File: src/rtl/alu_sequencer.sv
// alu_sequencer: one-at-a-time controller for an external 32-bit ALU; runs unsigned multiply as shift-add steps and owns icc.
// Latency: single op rsp_valid 2 cycles after request handshake; multiply rsp_valid 33 cycles after handshake.
// Backpressure: req_ready only in IDLE; response held stable in DONE until rsp_ready, no request accepted meanwhile.
module alu_sequencer #(
  parameter int MUL_STEPS = 32
) (
  input  logic        clk,
  input  logic        reset,
  input  logic        req_valid,
  output logic        req_ready,
  input  logic [3:0]  req_opcode,
  input  logic        req_mul,
  input  logic        req_setcc,
  input  logic [31:0] req_a,
  input  logic [31:0] req_b,
  input  logic        kill,
  output logic [31:0] alu_a,
  output logic [31:0] alu_b,
  output logic        alu_cin,
  output logic [3:0]  alu_opcode,
  input  logic [31:0] alu_y,
  input  logic [3:0]  alu_flags,
  output logic        rsp_valid,
  input  logic        rsp_ready,
  output logic [31:0] rsp_y,
  output logic [31:0] rsp_hi,
  output logic [3:0]  rsp_flags,
  output logic [3:0]  icc,
  input  logic        icc_wr_en,
  input  logic [3:0]  icc_wr_data,
  output logic        busy
);

  localparam int CW = $clog2(MUL_STEPS);

  typedef enum logic [1:0] {IDLE, EXEC, MUL, DONE} state_t;

  state_t         state, state_nxt;
  logic [3:0]     opcode_q;
  logic           setcc_q;
  logic [31:0]    a_q;        // operand A, doubles as the multiplicand
  logic [31:0]    b_q;
  logic [31:0]    acc_hi;     // running high product word
  logic [31:0]    mq;         // multiplier bits still to consume, low product bits shift in from the top
  logic [CW-1:0]  count;

  logic           req_fire;
  logic           exec_go;
  logic           mul_step;
  logic           mul_last;
  logic           carry;
  logic [31:0]    acc_hi_nxt;
  logic [31:0]    mq_nxt;
  logic [3:0]     flags_nxt;
  logic           icc_upd;

  assign req_ready = (state == IDLE);
  assign busy      = (state != IDLE);
  assign rsp_valid = (state == DONE);
  assign req_fire  = req_valid && req_ready;
  assign exec_go   = (state == EXEC) && !kill;
  assign mul_step  = (state == MUL) && !kill;
  assign mul_last  = mul_step && (count == CW'(MUL_STEPS - 1));

  // Multiply step arithmetic: the ALU add's carry-out is recovered from the unsigned wrap,
  // then the 65-bit {carry, sum, mq} pair shifts right by one.
  always_comb begin
    carry      = (alu_y < acc_hi);
    acc_hi_nxt = {carry, alu_y[31:1]};
    mq_nxt     = {alu_y[0], mq[31:1]};
    flags_nxt  = 4'b0000;
    if (state == EXEC) begin
      // Opcodes 1010-1111 produce no architectural flags
      flags_nxt = (opcode_q < 4'd10) ? alu_flags : 4'b0000;
    end else if (state == MUL) begin
      flags_nxt = {(mq_nxt == '0), mq_nxt[31], 2'b00};
    end
    icc_upd = setcc_q && ((exec_go && (opcode_q < 4'd10)) || mul_last);
  end

  // Next-state and ALU port drive
  always_comb begin
    state_nxt  = state;
    alu_opcode = 4'b1101;
    alu_a      = '0;
    alu_b      = '0;
    alu_cin    = 1'b0;
    case (state)
      IDLE: begin
        if (req_valid) state_nxt = req_mul ? MUL : EXEC;
      end
      EXEC: begin
        alu_opcode = opcode_q;
        alu_a      = a_q;
        alu_b      = b_q;
        alu_cin    = icc[1];
        state_nxt  = kill ? IDLE : DONE;
      end
      MUL: begin
        alu_opcode = 4'b0000;
        alu_a      = acc_hi;
        alu_b      = mq[0] ? a_q : '0;
        if (kill)          state_nxt = IDLE;
        else if (mul_last) state_nxt = DONE;
      end
      DONE: begin
        if (rsp_ready) state_nxt = IDLE;
      end
      default: state_nxt = IDLE;
    endcase
  end

  // State register
  always_ff @(posedge clk or posedge reset) begin
    if (reset) state <= IDLE;
    else       state <= state_nxt;
  end

  // Request capture, multiply accumulator and response registers
  always_ff @(posedge clk or posedge reset) begin
    if (reset) begin
      opcode_q  <= '0;
      setcc_q   <= 1'b0;
      a_q       <= '0;
      b_q       <= '0;
      acc_hi    <= '0;
      mq        <= '0;
      count     <= '0;
      rsp_y     <= '0;
      rsp_hi    <= '0;
      rsp_flags <= '0;
    end else begin
      if (req_fire) begin
        opcode_q <= req_opcode;
        setcc_q  <= req_setcc;
        a_q      <= req_a;
        b_q      <= req_b;
        acc_hi   <= '0;
        mq       <= req_b;
        count    <= '0;
      end
      if (mul_step) begin
        acc_hi <= acc_hi_nxt;
        mq     <= mq_nxt;
        count  <= count + CW'(1);
      end
      if (exec_go) begin
        rsp_y     <= alu_y;
        rsp_hi    <= '0;
        rsp_flags <= flags_nxt;
      end
      if (mul_last) begin
        rsp_y     <= mq_nxt;
        rsp_hi    <= acc_hi_nxt;
        rsp_flags <= flags_nxt;
      end
    end
  end

  // Condition codes: a completing setcc op takes precedence over the direct write path
  always_ff @(posedge clk or posedge reset) begin
    if (reset)          icc <= '0;
    else if (icc_upd)   icc <= flags_nxt;
    else if (icc_wr_en) icc <= icc_wr_data;
  end

endmodule

File: config.mk
export PLATFORM = sky130hd
export DESIGN_NAME = alu_sequencer
export DESIGN_NICKNAME = d
export VERILOG_FILES = /design/src/rtl/alu_sequencer.sv
export SDC_FILE = /design/constraint.sdc
export NUM_CORES = 1
export LEC_CHECK = 0
export ABC_AREA = 0
export BUFFER_PORTS_ARGS = -buffer_cell sky130_fd_sc_hd__buf_2
export CELL_PAD_IN_SITES_DETAIL_PLACEMENT = 1
export CELL_PAD_IN_SITES_GLOBAL_PLACEMENT = 1
export CORE_ASPECT_RATIO = 0.6
export CORE_UTILIZATION = 30
export CTS_CLUSTER_DIAMETER = 30
export DETAILED_ROUTE_END_ITERATION = 10
export GPL_ROUTABILITY_DRIVEN = 0
export HOLD_SLACK_MARGIN = 0.02
export PLACE_DENSITY = 0.61
export SLEW_MARGIN = 30
export SYNTH_ARGS = -nofsm -noshare
export SYNTH_HDL_FRONTEND = slang
export SYNTH_SLANG_ARGS = --single-unit
File: constraint.sdc
create_clock -name clk -period 9 [get_ports clk]
set_input_delay 0.9 -clock clk [delete_from_list [all_inputs] [get_ports clk]]
set_output_delay 0.9 -clock clk [all_outputs]
set_load 0.03 [all_outputs]
**Yosys cells after proc, flatten, opt, wreduce, memory -nomap -nowiden**

Index checks and enable logic that the tools add are counted.

- Output and inout bits: 144
- Register bits after elaboration: 212
- Word-level logic and storage cells: 66
- Bits of input ports: 116

- Reduce and logical (&&, ||, !) cells: 15
- Muxes and demuxes: 29
- Order comparisons: 2
- $add $sub $neg: 1
- Equal/unequal tests: 7

Operators by type and width:

| cell | count |
|---|---|
| $mux 32 | 9 |
| $pmux 32 s2 | 2 |
| $logic_not 32->1 | 1 |
| $lt 32x32->1 | 1 |
| $mux 4 | 7 |
| $mux 2 | 6 |
| $mux 5 | 2 |
| $pmux 2 s4 | 1 |
| $pmux 4 s2 | 1 |
| $reduce_bool 2->1 | 4 |
| $logic_and 1x1->1 | 6 |
| $add 5x1->5 const B | 1 |
| $eq 5x5->1 const B | 1 |
| $eq 2x2->1 const B | 2 |
| $lt 4x4->1 const B | 1 |
| $ne 3x3->1 const B | 1 |
| $reduce_and 3->1 | 1 |
| $eq 2x1->1 const B | 1 |
| $logic_not 2->1 | 1 |
| $ne 2x1->1 const B | 1 |
| $ne 2x2->1 const B | 1 |
| $logic_not 1->1 | 1 |
| $logic_or 1x1->1 | 1 |
| $mux 1 | 1 |

**Longest topological paths before layout**

- Word-level depth: 6
- Mapped depth: 10

**Least setup slack after synthesis**

No wires, ideal clock.

- Kind: reg2out
- From: reg state[0]
- To: out alu_b[0]
- Slack: 6.236 ns
- Stages on the path, launching flop included: 9
- Data arrival time: 1.864 ns
- Data required time: 8.100 ns
- Path through: dfrtp_1 > inv_1 > ha_1 > buf_2 > and2_1 > clkbuf_1 > clkbuf_1 > a22oi_1 > nor2b_1

- Cells in the longest elaborated chain, start to end: 2
- Elaborated cells on any way between the ends: 3
- Classes of those cells: eq/ne: 2; mux: 1

RTL lines:

| element | RTL line | source |
|---|---|---|
| start: declaration | 38 | `state_t state, state_nxt;` |
| start signal: assignment | 116 | `else state <= state_nxt;` |
| $eq 2x2->1 / $eq 2x1->1 (equally long branches) | 88 | `case (state)` |
| $pmux 32 s2 * | 88 |  |
| end: declaration | 18 | `output logic [31:0] alu_b,` |

Every way passes the cells marked *; elsewhere a longest branch is shown, timed or not.

**Final worst setup path**

- From: reg state[0]
- To: out alu_b[23]

The elaborated chain is that of the path after synthesis.

==> qor.csv <==
stage;metric;value;unit
outcome;result of the run;completed;
synth;Post-synth top flop;dfrtp_1;
pwr;Static Leak;7.02;nW
drt;DRT Pass-1 Iters;4;
clocking;CTS tree;done;
floorplanning;core area;0.0338;mm^2
floorplanning;Die Y;146;um
placed_design;port buffer count;259;
hold_path;Min-Delay Path Class;in -> async;
pwr;power density over cell area;400;mW/mm^2
drt;Wirelength per Cell;20.1;um
grt;antenna violations before repair;1;
clocking;Max Buffers Root-to-Sink;3;
synth;Synth Net Count;1296;
synth;Post-synth ARST share;1.00;
drt;final antenna-violating net count;0;
placed_design;hpwl dp;25600;um
setup_path;Critical Path Start Type;flop;
final_layout;final core utilization;0.404;
final_layout;layout cells sized above 1;0.255;
synth;sequential share of the synthesized area;0.514;
setup_path;Crit Path Max Fanout;36;
synth;Yosys top cell by area;dfrtp_1;
floorplanning;FP Rows;52;
timing;final worst slack;5.03;ns
grt;pin count of the biggest net entering global routing;136;
clocking;# H-tree levels;2;
clocking;CTS hold repair buffers;0;
synth;Syn Area/Cell;9.03;um^2
clocking;CTS Sinks;212;
floorplanning;DIE AREA;0.0352;mm^2
synth;synth warn;0;
synth;#FFs+latches synth;212;
grt;first-pass GRT wire length;58300;um
timing;clk_skew;0.0145;ns
drt;via count;9252;
timing;minimum clock period;3.97;ns
synth;leading post-synthesis cells by cell area;dfrtp_1 51%, nand2_1 13%, a22oi_1 4.7%;
synth;post-synthesis cell count;1143;
floorplanning;number of I/O pins;260;
synth;Cell variety after synth;38;
grt;total track usage;0.216;
floorplanning;Starting Density;0.306;
grt;vias in the first global route;9579;
setup_path;Worst Setup End Kind;output port;
drt;vias per cell;4.94;
clocking;post-cts resize count;0;
clocking;postcts setup bufs;0;
setup_path;CP Class;reg -> out;
final_layout;antenna cells;0;
clocking;Clk Latency, worst-skew pair;0.53;ns
flow_run;max cap viols;0;
drt;1st-iter DRT viols;537;
timing;max-slew violations;0;
synth;Post-synth EDFFs;0;
timing;final setup TNS;0;ns
placed_design;Place WS;5.10;ns
clocking;clk root buf;clkbuf_16;
final_layout;commonest non-fill, non-tap cell in the layout;nand2_1;
synth;Post-Syn Area;0.0103;mm^2
timing;Worst-Margin Slew;0.955;ns
clocking;Reg clk slew, reported paths;0.05;ns
timing;RSZ-0062 raised after global routing;no;
timing;Slew headroom;0.357;
setup_path;worst path required time;8.10;ns
drt;DRC violations left;0;
floorplanning;Die Width;241;um
grt;total global routing overflow;0;
final_layout;Nets;1534;
synth;post-synth top area share;0.514;
pwr;VDD IR-drop max;0.000138;V
final_layout;Layout area overhead;32.3;%
final_layout;most frequent cells in the layout;346 x nand2_1, 259 x buf_2, 212 x dfrtp_1;
timing;Setup-failing EPs final;0;
clocking;CTS Buf Count;45;
timing;Tcrit/Tclk final;0.442;
setup_path;Critical Path AT;3.07;ns
timing;FMAX;252;MHz
timing;final count of hold timing violations;0;
drt;aggregate routed wire length;37800;um
worst paths after layout:
check / start / endpoint / slack [ns] / cells past startpoint
min reg2reg: b_q[0] / b_q[0] / 0.48 / 2
max: state[0] / alu_b[23] / 5.03 / 6
min in group clk: b_q[0] / b_q[0] / 0.48 / 2
max in group asynchronous: reset / rsp_flags[0] / 7.24 / 3
min: reset / a_q[16] / 0.48 / 2
max reg2reg: state[0] / rsp_flags[3] / 5.74 / 8
per-layer routing:
metal	wire length, um	vias to the layer above	share of wire	global-route usage
li1	-	4367	-	-
met1	19100	4615	0.51	0.326
met2	16100	220	0.43	0.315
met3	2080	48	0.055	0.0493
met4	450	2	0.012	0.0424
met5	10	-	0.00026	0
sequential cells by signal, indices dropped and copies added (netlist names):
signal	cells
state	2
b_q	32
opcode_q	4
setcc_q	1
mq	32
rsp_y	32
a_q	32
count	5
icc	4
acc_hi	32
rsp_hi	32
rsp_flags	4
cell usage after synthesis (33+ instances only):
cell type and count:
ha_1 37, mux2i_1 33, a22oi_1 65, nand3_1 34
a22o_1 34, clkbuf_1 61, inv_1 38, a31oi_1 34
dfrtp_1 212, o21ai_0 47, nor2b_1 69, nor2_1 44
nand2_1 348
stage by stage:
step / total power (W) / hold WS (ns) / cell area (um^2) / std cells
CTS: 0.00550 / 0.481 / 13600 / 1872
global placement: 0.00369 / 0.466 / 12000 / 1789
floorplan: 0.00300 / 0.442 / 10300 / 1143
detailed placement: 0.00376 / 0.469 / 12000 / 1791
global route: 0.00581 / 0.504 / 13600 / 1874
finish: 0.00546 / 0.477 / 13600 / 1874
layout make-up:
class / instances / area [um^2]
Multi-Input combinational cell: 815 / 4620
Timing Repair Buffer: 269 / 1440
Tap cell: 459 / 574
Sequential cell: 212 / 5310
Inverter: 38 / 155
Clock inverter: 23 / 293
Fill cell: 3935 / 20100
Clock buffer: 58 / 1250
logic make-up (layout without fill, tap and decap cells):
family,count (synthesis),in the layout,synth area share
AO/OA/AOI/OAI,213,213,0.139
adder cells (fa/ha/maj),37,37,0.0449
buffers and inverters,116,388,0.0443
flip-flops,212,212,0.514
multiplexers,36,36,0.0353
AND/OR/NAND/NOR,529,529,0.222
critical path: stages (launching register included):
cell	delay [ns]
dfrtp_1	0.42
inv_1	0.17
ha_4	0.53
and2_2	0.87
a22oi_1	0.17
nor2b_1	0.16
buf_2	0.21
where the power goes:
group	internal [W]	total (W)	switching, W
clock network	0.00115	0.00170	0.000551
logic	0.000717	0.00209	0.00138
registers	0.00133	0.00166	0.000335
Power figures use the tool's default switching activity.
